==> src/rtl/hex_ui_pkg.sv <==
// ---------------------------------------------------------------------------
// hex_ui_pkg
// Purpose : Shared constants and types for the seven-segment scroll UI.
//           Holds the active-low segment patterns (bit 0 = segment a,
//           bit 6 = segment g), the controller state enum and a helper
//           that sizes the message pointer.
// Ports   : none (package)
// ---------------------------------------------------------------------------
package hex_ui_pkg;

  // All segments off (active-low), also used for nibbles above 9
  localparam logic [6:0] SEG_BLANK = 7'h7F;

  // Active-low patterns for the decimal digits
  localparam logic [6:0] SEG_0 = 7'h40;
  localparam logic [6:0] SEG_1 = 7'h79;
  localparam logic [6:0] SEG_2 = 7'h24;
  localparam logic [6:0] SEG_3 = 7'h30;
  localparam logic [6:0] SEG_4 = 7'h19;
  localparam logic [6:0] SEG_5 = 7'h12;
  localparam logic [6:0] SEG_6 = 7'h02;
  localparam logic [6:0] SEG_7 = 7'h78;
  localparam logic [6:0] SEG_8 = 7'h00;
  localparam logic [6:0] SEG_9 = 7'h10;

  // Scroll controller modes
  typedef enum logic {
    RUN   = 1'b0,
    PAUSE = 1'b1
  } state_t;

  // Bits needed to hold a pointer into an n-digit message (at least one)
  function automatic int ptrWidth(input int n);
    return (n <= 2) ? 1 : $clog2(n);
  endfunction

endpackage

==> src/rtl/bcd_to_seg.sv <==
// ---------------------------------------------------------------------------
// bcd_to_seg
// Purpose : Combinational 4-bit to seven-segment decoder, active-low outputs.
//           Nibbles 10..15 render as a blank digit.
// Ports   : i_bcd [3:0]  digit value to display
//           o_seg [6:0]  active-low segments, bit 0 = a ... bit 6 = g
// ---------------------------------------------------------------------------
module bcd_to_seg
  import hex_ui_pkg::*;
(
  input  logic [3:0] i_bcd,
  output logic [6:0] o_seg
);

  // Straight lookup; anything that is not a decimal digit stays dark so the
  // message can use 0xF as padding between words.
  always_comb begin
    o_seg = SEG_BLANK;
    case (i_bcd)
      4'd0:    o_seg = SEG_0;
      4'd1:    o_seg = SEG_1;
      4'd2:    o_seg = SEG_2;
      4'd3:    o_seg = SEG_3;
      4'd4:    o_seg = SEG_4;
      4'd5:    o_seg = SEG_5;
      4'd6:    o_seg = SEG_6;
      4'd7:    o_seg = SEG_7;
      4'd8:    o_seg = SEG_8;
      4'd9:    o_seg = SEG_9;
      default: o_seg = SEG_BLANK;
    endcase
  end

endmodule

==> src/rtl/hex_scroll_ctrl.sv <==
// ---------------------------------------------------------------------------
// hex_scroll_ctrl
// Purpose : Scrolls an NDIG-digit packed-BCD message across HEX3..HEX0.
//           A prescaler produces base ticks; a step happens every SW+1 ticks
//           while running. KEY0 toggles run/pause, KEY1 reverses direction
//           while running or single-steps while paused.
// Config  : define KEY_DEBOUNCE_EN to insert a DEB_CYC-cycle debouncer after
//           the key synchronizer; otherwise the synchronized level is used.
// Ports   : CLOCK_50        system clock, rising edge
//           RST             synchronous active-high reset
//           KEY  [1:0]      push buttons, active-low, asynchronous
//           SW   [1:0]      speed select (step every SW+1 base ticks)
//           HEX0..HEX3 [6:0] registered active-low segments, HEX0 rightmost
//           LEDR [4:0]      [0] running, [1] direction, [4:2] pointer
// ---------------------------------------------------------------------------
module hex_scroll_ctrl
  import hex_ui_pkg::*;
#(
  parameter int          NDIG     = 8,
  parameter logic [31:0] MSG      = 32'hFFFF6145,
  parameter int          TICK_DIV = 12_500_000,
  parameter int          DEB_CYC  = 1_000_000
) (
  input  logic       CLOCK_50,
  input  logic       RST,
  input  logic [1:0] KEY,
  input  logic [1:0] SW,
  output logic [6:0] HEX0,
  output logic [6:0] HEX1,
  output logic [6:0] HEX2,
  output logic [6:0] HEX3,
  output logic [4:0] LEDR
);

  localparam int              PW        = ptrWidth(NDIG);
  localparam int              TW        = $clog2(TICK_DIV);
  localparam logic [TW-1:0]   TICK_LAST = TW'(TICK_DIV - 1);
  localparam logic [PW-1:0]   PTR_LAST  = PW'(NDIG - 1);

  logic [1:0]    r_keySync1;
  logic [1:0]    r_keySync2;
  logic [1:0]    r_keyPrev;
  logic [1:0]    w_keyLevel;
  logic [1:0]    w_pressRaw;
  logic          w_pressEn;
  logic          w_press0;
  logic          w_press1;

  state_t        r_state;
  state_t        w_stateNext;
  logic          w_tick;
  logic          w_step;
  logic          w_dirToggle;
  logic          w_resume;

  logic [TW-1:0] r_tickCnt;
  logic [1:0]    r_stepCnt;
  logic [PW-1:0] r_ptr;
  logic          r_dir;

  logic [3:0]    w_digit [4];
  logic [6:0]    w_seg   [4];
  logic [6:0]    r_hex   [4];

  // Two-flop synchronizer. Resetting to 1 makes the keys look released
  // coming out of reset.
  always_ff @(posedge CLOCK_50) begin
    if (RST) begin
      r_keySync1 <= 2'b11;
      r_keySync2 <= 2'b11;
    end else begin
      r_keySync1 <= KEY;
      r_keySync2 <= r_keySync1;
    end
  end

`ifdef KEY_DEBOUNCE_EN
  localparam int DW    = $clog2(DEB_CYC + 1);
  localparam int BLIND = 3 + DEB_CYC;

  logic [DW-1:0] r_debCnt [2];
  logic [1:0]    r_debLevel;

  // Debouncer: a synchronized key must disagree with the current level for
  // DEB_CYC consecutive cycles before the level follows it.
  always_ff @(posedge CLOCK_50) begin
    if (RST) begin
      r_debLevel  <= 2'b11;
      r_debCnt[0] <= '0;
      r_debCnt[1] <= '0;
    end else begin
      for (int k = 0; k < 2; k++) begin
        if (r_keySync2[k] == r_debLevel[k]) begin
          r_debCnt[k] <= '0;
        end else if (r_debCnt[k] == DW'(DEB_CYC - 1)) begin
          r_debLevel[k] <= r_keySync2[k];
          r_debCnt[k]   <= '0;
        end else begin
          r_debCnt[k] <= r_debCnt[k] + 1'b1;
        end
      end
    end
  end

  assign w_keyLevel = r_debLevel;
`else
  localparam int BLIND = 3;

  assign w_keyLevel = r_keySync2;
`endif

  localparam int BW = $clog2(BLIND + 1);

  logic [BW-1:0] r_blindCnt;

  // Edge detect plus a short blind window after reset. The input pipeline
  // refills with live key levels after reset, so a key held through reset
  // would otherwise look like a fresh press; presses are ignored until the
  // pipeline has been flushed.
  always_ff @(posedge CLOCK_50) begin
    if (RST) begin
      r_keyPrev  <= 2'b11;
      r_blindCnt <= '0;
    end else begin
      r_keyPrev <= w_keyLevel;
      if (!w_pressEn) r_blindCnt <= r_blindCnt + 1'b1;
    end
  end

  assign w_pressEn  = (r_blindCnt == BW'(BLIND));
  assign w_pressRaw = r_keyPrev & ~w_keyLevel & {2{w_pressEn}};
  assign w_press0   = w_pressRaw[0];
  assign w_press1   = w_pressRaw[1] & ~w_pressRaw[0];

  assign w_tick = (r_state == RUN) && (r_tickCnt == TICK_LAST);

  // State register for the run/pause controller.
  always_ff @(posedge CLOCK_50) begin
    if (RST) r_state <= RUN;
    else     r_state <= w_stateNext;
  end

  // Next state and step decisions. A pause press wins over both a KEY1
  // press and a coinciding tick, so that tick's step is dropped.
  always_comb begin
    w_stateNext = r_state;
    w_step      = 1'b0;
    w_dirToggle = 1'b0;
    w_resume    = 1'b0;
    case (r_state)
      RUN: begin
        if (w_press0) begin
          w_stateNext = PAUSE;
        end else begin
          if (w_tick && (r_stepCnt >= SW)) w_step = 1'b1;
          if (w_press1) w_dirToggle = 1'b1;
        end
      end
      PAUSE: begin
        if (w_press0) begin
          w_stateNext = RUN;
          w_resume    = 1'b1;
        end else if (w_press1) begin
          w_step = 1'b1;
        end
      end
      default: w_stateNext = RUN;
    endcase
  end

  // Prescaler. Counts only while running and restarts from zero on resume,
  // so the first step after a resume comes a full tick period later.
  always_ff @(posedge CLOCK_50) begin
    if (RST || w_resume) begin
      r_tickCnt <= '0;
      r_stepCnt <= '0;
    end else if (r_state == RUN) begin
      r_tickCnt <= w_tick ? '0 : r_tickCnt + 1'b1;
      if (w_tick) r_stepCnt <= (r_stepCnt >= SW) ? 2'd0 : r_stepCnt + 2'd1;
    end
  end

  // Pointer and direction. A step uses the direction held before any
  // toggle landing in the same cycle.
  always_ff @(posedge CLOCK_50) begin
    if (RST) begin
      r_ptr <= '0;
      r_dir <= 1'b0;
    end else begin
      if (w_dirToggle) r_dir <= ~r_dir;
      if (w_step) begin
        if (r_dir) r_ptr <= (r_ptr == '0) ? PTR_LAST : r_ptr - 1'b1;
        else       r_ptr <= (r_ptr == PTR_LAST) ? '0 : r_ptr + 1'b1;
      end
    end
  end

  function automatic logic [3:0] digitAt(input logic [PW-1:0] ptr, input int k);
    int idx;
    idx = (int'(ptr) + k) % NDIG;
    return 4'(MSG >> (4 * idx));
  endfunction

  for (genvar k = 0; k < 4; k++) begin : g_dec
    assign w_digit[k] = digitAt(r_ptr, k);
    bcd_to_seg u_dec (
      .i_bcd (w_digit[k]),
      .o_seg (w_seg[k])
    );
  end

  // Segment output registers; they trail the pointer by one cycle and are
  // blank while reset is held.
  always_ff @(posedge CLOCK_50) begin
    if (RST) begin
      for (int k = 0; k < 4; k++) r_hex[k] <= SEG_BLANK;
    end else begin
      for (int k = 0; k < 4; k++) r_hex[k] <= w_seg[k];
    end
  end

  assign HEX0 = r_hex[0];
  assign HEX1 = r_hex[1];
  assign HEX2 = r_hex[2];
  assign HEX3 = r_hex[3];
  assign LEDR = {3'(r_ptr), r_dir, (r_state == RUN)};

endmodule
==> config.mk <==
export PLATFORM = sky130hd
export DESIGN_NAME = hex_scroll_ctrl
export DESIGN_NICKNAME = d
export VERILOG_FILES = /design/src/rtl/hex_ui_pkg.sv /design/src/rtl/bcd_to_seg.sv /design/src/rtl/hex_scroll_ctrl.sv
export SDC_FILE = /design/constraint.sdc
export NUM_CORES = 1
export LEC_CHECK = 0
export CAP_MARGIN = 20
export CORE_ASPECT_RATIO = 1.75
export CORE_MARGIN = 1.5
export CORE_UTILIZATION = 42
export CTS_CLUSTER_SIZE = 40
export DETAILED_ROUTE_END_ITERATION = 12
export PLACE_DENSITY = 0.68
export RECOVER_POWER = 50
export SLEW_MARGIN = 30
export SYNTH_ARGS = -nofsm -noshare
export SYNTH_HDL_FRONTEND = slang
export SYNTH_SLANG_ARGS = --single-unit
==> constraint.sdc <==
create_clock -name CLOCK_50 -period 4.09 [get_ports CLOCK_50]
set_input_delay 0.818 -clock CLOCK_50 [delete_from_list [all_inputs] [get_ports CLOCK_50]]
set_output_delay 0.818 -clock CLOCK_50 [all_outputs]
set_load 0.02 [all_outputs]
==> metrics.yaml, run 1 <==
status:
  outcome: "finished, final reports clean"
layout:
  final_area_um2: 3920
  multi_input_area_um2: 1640
  area_growth_pct: 25.0
  antenna_cells: 0
  seqCellArea_um2: 1340
  final_core_util_pct: 54.2
  n_fill_cell: 648
  finalNonFillerCells: 475
  drive_gt1_share_pct: 7.97
  nets: 426
floorplanning:
  dieArea_um2: 8020
  die_h_um: 117
  rows: 41
  die_w_um: 68.3
  io_pins: 39
  core_um2: 7230
  initial_utilization_pct: 43.4
grt:
  grt_first_pass_wirelength_mm: 10.4
  grt_overflow_total: 0
  antenna_found_initial: 0
  track_usage_pct: 17.4
  first_global_vias: 2352
  grt_max_degree: 23
placed_design:
  dp_slack_ps: 1490
  place_area_um2: 3580
  dp.cells: 459
  post-dp-hpwl_mm: 4.68
  io_buffers: 38
  gp_congestion: 0.748
sta:
  fin_hold_ws_ps: 415
  worst_slack_ps: 1400
  max_slew_margin_pct: 50.5
  report.final.slew_viol_count: 0
  layout_min_cycle_time_ps: 2690
  final.setup.tns_ps: 0
  skew_ps: 7.14
  final_hold_viol_count: 0
  max_slew.worst_pin.slew_ps: 743
  period_share_pct: 65.8
  grt_setup_unrepaired: "no"
  max_freq_mhz: 371
  finalSetupViolations: 0
yosys:
  seq_area_frac_synth_pct: 42.7
  synthDistinctLibCells: 44
  synth_top_area_cell: "dfxtp_1"
  synth_area_leaders: "dfxtp_1 (43%), ha_1 (14%), nor2_1 (5.3%)"
  syn_area_per_cell_um2: 9.07
  synthCells: 346
  synth_top_flop_cell: "dfxtp_1"
  synth_edf_count: 0
  synth-async-reset-ratio_pct: 0
  syn_area_um2: 3140
  ys_seq_elements: 67
  syn_nets: 388
  yosys_warnings: 0
  synth.top_cell.area_share_pct: 42.7
clock_tree:
  cts_tree: "yes"
  cts_buffers: 9
  cts.sinks: 67
  clk_latency_ps: 330
  hold_buffers: 0
  cts_resized: 0
  post_cts_buffers: 0
  htree_levels: 3
  cts_max_path_buffers: 2
  clk_pin_slew_ps: 50
  clock-root-buffer: "clkbuf_16"
power_and_ir_drop:
  total_power_mw: 1.64
  p_leak_nw: 1.67
  p_per_area_nw_per_um2: 419
  irDropWorstVdd_mv: 0.251
routing:
  firstDrtPassIters: 4
  drtAntennaViolNets: 0
  wl_per_cell_um: 13.6
  avgViaCountPerCell: 5.04
  drt_wl_total_mm: 6.44
  route.vias.total: 2394
  first_iter_violations: 99
  drc: 0
run:
  maxCapViolations: 0
setup_path:
  critPathCaptureType: "flop"
  crit_path_max_fanout: 22
  arrival_ps: 2880
  critPathKind: "input pin to flop"
  start_kind: "input pin"
  worstPathRequired_ps: 4280
worst_hold_path:
  hp-class: "flop to flop"
[report_power, final]
group | total [mW] | switching [mW] | leakage [nW] | internal (mW)
Combinational | 0.0730 | 0.0402 | 0.961 | 0.0327
Sequential | 0.681 | 0.00878 | 0.549 | 0.672
Clock | 0.891 | 0.279 | 0.163 | 0.612
Total | 1.64 | 0.328 | 1.67 | 1.32
[placed cells by master, fill, tap and decap left out, drive strengths merged, types with 2 or more instances in the layout]
master         Yosys  routed
nor2b              3       3
and2               2       2
and3               8       8
dlygate4sd3        0      29
nand4              9       9
or3                3       3
or4b               2       2
nand3b             2       2
a21oi              6       6
mux2               3       3
ha                36      36
clkdlybuf4s50      0       9
nand2             32      32
nor3               2       2
inv               28      28
mux2i              6       6
and3b              2       2
dfxtp             67      67
xor2              18      18
xnor2              6       6
or2               10      10
nand3              6       6
nand4b             2       2
o211ai             2       2
a31oi              2       2
bufinv             0       3
clkbuf             9      13
nor2              44      44
o21ai             20      20
[layer usage]
layer  wire length [µm]  GRT usage, %  vias to the layer above
met3                224          4.89                       12
met2               3620          31.5                       34
met5                  0             0                        -
met4                135          9.00                        0
met1               2470          16.7                     1136
li1                   -             -                     1212
[state kept, by name (all words and copies together) (netlist names)]
| signal | cells |
|---|---|
| r_hex | 28 |
| r_dir | 1 |
| r_blindCnt | 2 |
| r_stepCnt | 2 |
| r_tickCnt | 24 |
| r_keyPrev | 2 |
| r_keySync1 | 2 |
| r_state | 1 |
| r_ptr | 3 |
| r_keySync2 | 2 |
[final timing paths]
path	from	to	slack [ps]	depth (start not counted)
max	RST	r_tickCnt[15]	1400	5
min	r_keySync1[0]	r_keySync2[0]	410	1
max reg2reg	r_ptr[0]	r_hex[3][4]	1670	9
min reg2reg	r_keySync1[0]	r_keySync2[0]	410	1
[kinds of logic (layout without fill, tap and decap cells)]
group                      after synthesis  count (layout)  share of synthesized area, %
and+or+nand+nor                        133             133                          21.4
DFF                                     67              67                          42.7
buffers and inverters                   40              83                          4.98
AOI/OAI and AO/OA                       37              37                          6.82
adders and majority gates               36              36                          14.4
xor gates and xnor gates                24              24                          6.70
muxes                                    9               9                          2.99
[cells in the mapped netlist, drive strengths merged (6+ instances only)]
cell,number
o21ai,20
nand3,6
nand4,9
xnor2,6
nand2,32
ha,36
a21oi,6
mux2i,6
or2,10
nor2,44
xor2,18
clkbuf,9
dfxtp,67
and3,8
inv,28
[layout make-up]
class	count	share of cell area (%)
multi-input cells	239	41.8
flip-flops and latches	67	34.2
repair buffers	39	9.79
clock buffers	12	6.28
well taps	86	2.74
inverters	28	2.68
clock inverters	4	2.49
[critical path, cell delays in order]
cell and delay (ps):
dlygate4sd3_1 520, clkbuf_1 550, or2_2 270, or2b_1 600, nor2_1 120
No activity file was read; power rests on OpenSTA's default activity.
==> run 2, diff against run 1 <==
- PLACE_DENSITY: 0.68 -> 0.71
- clock period: 4.09 -> 2.45 ns (I/O delays scaled with it)
==> run 2 against run 1 <==
Routed wire length is 5.0% lower. Power rose by 51%. Cell count increased by 0.84%. Non-clock buffer count increased by 6. Sequential share of layout area is 0.20 points higher. Largest power group unchanged.
==> metrics.yaml, run 2 (synthesized netlist as in run 1, its figures left out) <==
sta:
  report.final.slew_viol_count: 0
  skew_ps: 3.28
  max_slew.worst_pin.slew_ps: 653
  grt_setup_unrepaired: "no"
  finalSetupViolations: 0
  period_share_pct: 89.3
  final.setup.tns_ps: 0
  final_hold_viol_count: 0
  layout_min_cycle_time_ps: 2190
  max_freq_mhz: 457
  worst_slack_ps: 262
  max_slew_margin_pct: 56.5
clock_tree:
  hold_buffers: 0
  clock-root-buffer: "clkbuf_16"
  cts_max_path_buffers: 2
  clk_pin_slew_ps: 50
  cts_buffers: 9
  htree_levels: 3
  cts.sinks: 67
  clk_latency_ps: 320
  cts_resized: 0
  cts_tree: "yes"
  post_cts_buffers: 0
status:
  outcome: "finished, final reports clean"
layout:
  seqCellArea_um2: 1340
  drive_gt1_share_pct: 8.91
  multi_input_area_um2: 1630
  nets: 432
  largest_register_ffs: 28
  layout_common_cells: "dfxtp_1 (67), nor2_1 (44), ha_1 (36)"
  n_fill_cell: 635
  area_growth_pct: 24.3
  top_regs: "r_hex (28), r_tickCnt (24), r_ptr (3)"
  largest_register: "r_hex"
  layout_commonest_cell: "dfxtp_1"
  finalNonFillerCells: 479
  final_core_util_pct: 53.9
  final_area_um2: 3900
  antenna_cells: 0
setup_path:
  worstPathRequired_ps: 2640
  worstSetupStartpoint: "r_ptr[0]"
  crit_path_max_fanout: 9
  slowest_stage: "ha_1"
  critPathKind: "flop to flop"
  rr_startpoint: "r_ptr[0]"
  rr_worst_depth: 8
  max_stage_delay_ps: 340
  arrival_ps: 2380
  ff2ff_setup_slack_ps: 260
  crit_chain: "inv_1 > ha_1 > inv_1 > ha_1 > or2_2 > ha_1 > inv_1 > o21ai_0"
  critPathCaptureType: "flop"
  start_kind: "flop"
  r2r_end: "r_hex[3][1]"
grt:
  grt_first_pass_wirelength_mm: 10.4
  grt_max_degree: 18
  first_global_vias: 2392
  grt_overflow_total: 0
  antenna_found_initial: 0
  track_usage_pct: 17.2
routing:
  wl_per_cell_um: 12.8
  drt_wl_total_mm: 6.12
  avgViaCountPerCell: 4.97
  first_iter_violations: 87
  drtAntennaViolNets: 0
  drc: 0
  firstDrtPassIters: 4
  route.vias.total: 2380
placed_design:
  post-dp-hpwl_mm: 4.65
  dp_slack_ps: 181
  io_buffers: 38
  dp.cells: 465
  place_area_um2: 3630
  gp_congestion: 0.810
worst_hold_path:
  hp-class: "flop to flop"
  hold_depth: 1
  min_to: "r_keySync2[1]"
  hp-start: "r_keySync1[1]"
floorplanning:
  core_um2: 7230
  die_h_um: 117
  initial_utilization_pct: 43.4
  die_w_um: 68.3
  io_pins: 39
  rows: 41
  dieArea_um2: 8020
run:
  maxCapViolations: 0
power_and_ir_drop:
  p_per_area_nw_per_um2: 637
  p_leak_nw: 1.68
  irDropWorstVdd_mv: 0.463
-- run 2: cell count changes in the layout (fill, tap and decap cells not counted) --
cell	delta
clkinv_2	+2
nor4_1	+1
buf_4	+6
clkbuf_1	-1
nor4_2	-1
clkinvlp_4	-1
bufinv_16	-2
-- run 2: through the flow --
stage	hold slack, ps	total power [mW]
2_1_floorplan	389	1.24
3_3_place_gp	400	1.29
3_5_place_dp	403	1.29
4_1_cts	419	2.52
5_1_grt	434	2.58
6_report	416	2.48
-- run 2: cell type report --
type | instances | area share, %
clock buffers | 11 | 6.22
clock inverters | 3 | 1.03
flip-flops and latches | 67 | 34.4
repair buffers | 45 | 11.0
inverters | 28 | 2.69
multi-input cells | 239 | 41.9
well taps | 86 | 2.76
-- run 2: worst max-delay path, delay by kind of cell, from the launching register on --
kind | cells | cell delay (ps)
adders and majority gates | 3 | 940
buffers and inverters | 3 | 450
DFF | 1 | 310
and+or+nand+nor | 1 | 290
AOI/OAI and AO/OA | 1 | 70
-- run 2: worst max-delay path by stage --
stage | to | slack (ps) | cells after the start
6_report | r_hex[3][1] | 260 | 8
5_1_grt | r_hex[3][4] | 80 | 9
4_1_cts | r_hex[3][4] | 250 | 9
3_5_place_dp | r_ptr[1] | 180 | 7
3_3_place_gp | r_ptr[2] | 220 | 7
2_1_floorplan | r_hex[2][1] | 180 | 6
-- run 2: metal layers --
metal  part of all wire, %  track usage [%]  vias up
li1                      -                -     1220
met1                    38             17.5     1111
met2                    56             30.0       34
met3                   3.6             4.60       15
met4                   2.7             9.13        0
met5                     0                0        -
-- run 2: power breakdown --
group	leakage [nW]	switching [mW]	total (mW)	internal (mW)
registers	0.549	0.0147	1.14	1.12
clock network	0.141	0.424	1.22	0.799
logic	0.993	0.0662	0.123	0.0564
total	1.68	0.505	2.48	1.98
==> run 3, diff against run 2 <==
- CORE_MARGIN: 1.5 -> 4
==> run 3 against run 2 <==
Sequential power about the same. Flip-flop and latch count unchanged. Register-to-register slack about the same. Cell count up 0.21%. Worst setup slack better by 0.57 ps. Largest power group unchanged. Hold slack worse by 1.1 ps. Count of clock-buffer cells in the layout unchanged. Routed wire length up 4.7%. Clock power up 13%. Highest routed layer unchanged.
==> metrics.yaml, run 3 (synthesized netlist as in run 1, its figures left out) <==
routing:
  firstDrtPassIters: 4
  drt_wl_total_mm: 6.41
  first_iter_violations: 101
  wl_per_cell_um: 13.4
  route.vias.total: 2427
  drtAntennaViolNets: 0
  avgViaCountPerCell: 5.06
  drc: 0
grt:
  grt_overflow_total: 0
  grt_first_pass_wirelength_mm: 11.0
  track_usage_pct: 16.0
  antenna_found_initial: 0
  grt_max_degree: 18
  first_global_vias: 2488
setup_path:
  rr_startpoint: "r_ptr[0]"
  slowest_stage: "ha_1"
  worstPathRequired_ps: 2650
  critPathCaptureType: "flop"
  r2r_end: "r_hex[3][1]"
  critPathKind: "flop to flop"
  arrival_ps: 2380
  crit_chain: "inv_1 > ha_1 > inv_1 > ha_1 > or2_2 > ha_1 > inv_1 > o21ai_0"
  ff2ff_setup_slack_ps: 260
  max_stage_delay_ps: 330
  rr_worst_depth: 8
  crit_path_max_fanout: 9
  start_kind: "flop"
clock_tree:
  cts_resized: 0
  htree_levels: 3
  clock-root-buffer: "clkbuf_16"
  clk_pin_slew_ps: 50
  cts_buffers: 9
  post_cts_buffers: 0
  cts_tree: "yes"
  cts.sinks: 67
  hold_buffers: 0
  cts_max_path_buffers: 2
  clk_latency_ps: 330
layout:
  largest_register: "r_hex"
  antenna_cells: 0
  n_fill_cell: 650
  top_regs: "r_hex (28), r_tickCnt (24), r_ptr (3)"
  area_growth_pct: 25.5
  largest_register_ffs: 28
  drive_gt1_share_pct: 9.39
  nets: 431
  layout_commonest_cell: "dfxtp_1"
  layout_common_cells: "dfxtp_1 (67), nor2_1 (44), ha_1 (36)"
floorplanning:
  initial_utilization_pct: 43.4
  dieArea_um2: 8970
  rows: 41
  io_pins: 39
  core_um2: 7230
  die_h_um: 122
  die_w_um: 73.3
worst_hold_path:
  min_to: "r_keySync2[0]"
  hp-class: "flop to flop"
  hold_depth: 1
  hp-start: "r_keySync1[0]"
sta:
  max_slew.worst_pin.slew_ps: 652
  finalSetupViolations: 0
  grt_setup_unrepaired: "no"
  final.setup.tns_ps: 0
  fin_hold_ws_ps: 415
  max_freq_mhz: 457
  max_slew_margin_pct: 56.5
  layout_min_cycle_time_ps: 2190
  period_share_pct: 89.3
  skew_ps: 4.62
  report.final.slew_viol_count: 0
  final_hold_viol_count: 0
power_and_ir_drop:
  p_leak_nw: 1.70
  total_power_mw: 2.64
  p_per_area_nw_per_um2: 671
  irDropWorstVdd_mv: 0.428
placed_design:
  post-dp-hpwl_mm: 4.82
  gp_congestion: 0.845
  io_buffers: 38
status:
  outcome: "finished, final reports clean"
run:
  maxCapViolations: 0
## run 3: cell type report
cell class	instances	area (µm²)	area share [%]
clock inverters	5	75.1	1.91
clock buffers	11	253	6.42
inverters	28	105	2.67
multi-input cells	239	1630	41.5
well taps	86	108	2.73
flip-flops and latches	67	1340	34.1
repair buffers	44	422	10.7
## run 3: report_power, final
part / switching (mW) / internal [mW] / leakage (nW)
clock: 0.443 / 0.939 / 0.165
sequential: 0.0146 / 1.12 / 0.549
combinational: 0.0670 / 0.0566 / 0.987
## run 3: worst max path at each step
stage	from	end	slack (ps)	cells past startpoint
after floorplan	r_ptr[0]	r_hex[2][1]	180	6
after global placement	SW[0]	r_ptr[2]	220	7
after detailed placement	SW[0]	r_ptr[1]	150	7
after CTS	r_ptr[0]	r_hex[3][1]	250	8
after global routing	r_ptr[0]	r_hex[3][5]	50	10
final	r_ptr[0]	r_hex[3][1]	260	8
## run 3: metrics by stage
step / cell area [µm²] / util, % / std cells / setup slack (ps)
floorplan: 3140 / - / 346 / 185
global placement: 3620 / 50.0 / 464 / 218
global route: 3940 / 54.4 / 480 / 52.2
CTS: 3950 / 54.6 / 480 / 255
finish: 3940 / 54.4 / 480 / 263
detailed placement: 3620 / 50.0 / 464 / 154
## run 3: worst max-delay path: cells and delay by family (launching register included)
| kind | cells | cell delay [ps] |
|---|---|---|
| adders and majority gates | 3 | 940 |
| DFF | 1 | 310 |
| buffers and inverters | 3 | 440 |
| AOI/OAI and AO/OA | 1 | 70 |
| and+or+nand+nor | 1 | 290 |
## run 3: metal layers
metal	vias to the layer above	global-route usage [%]	part of all wire (%)
met2	47	29.3	56
met1	1137	14.9	36
met5	-	0	0
met3	19	5.82	4.8
li1	1224	-	-
met4	0	8.50	3.0
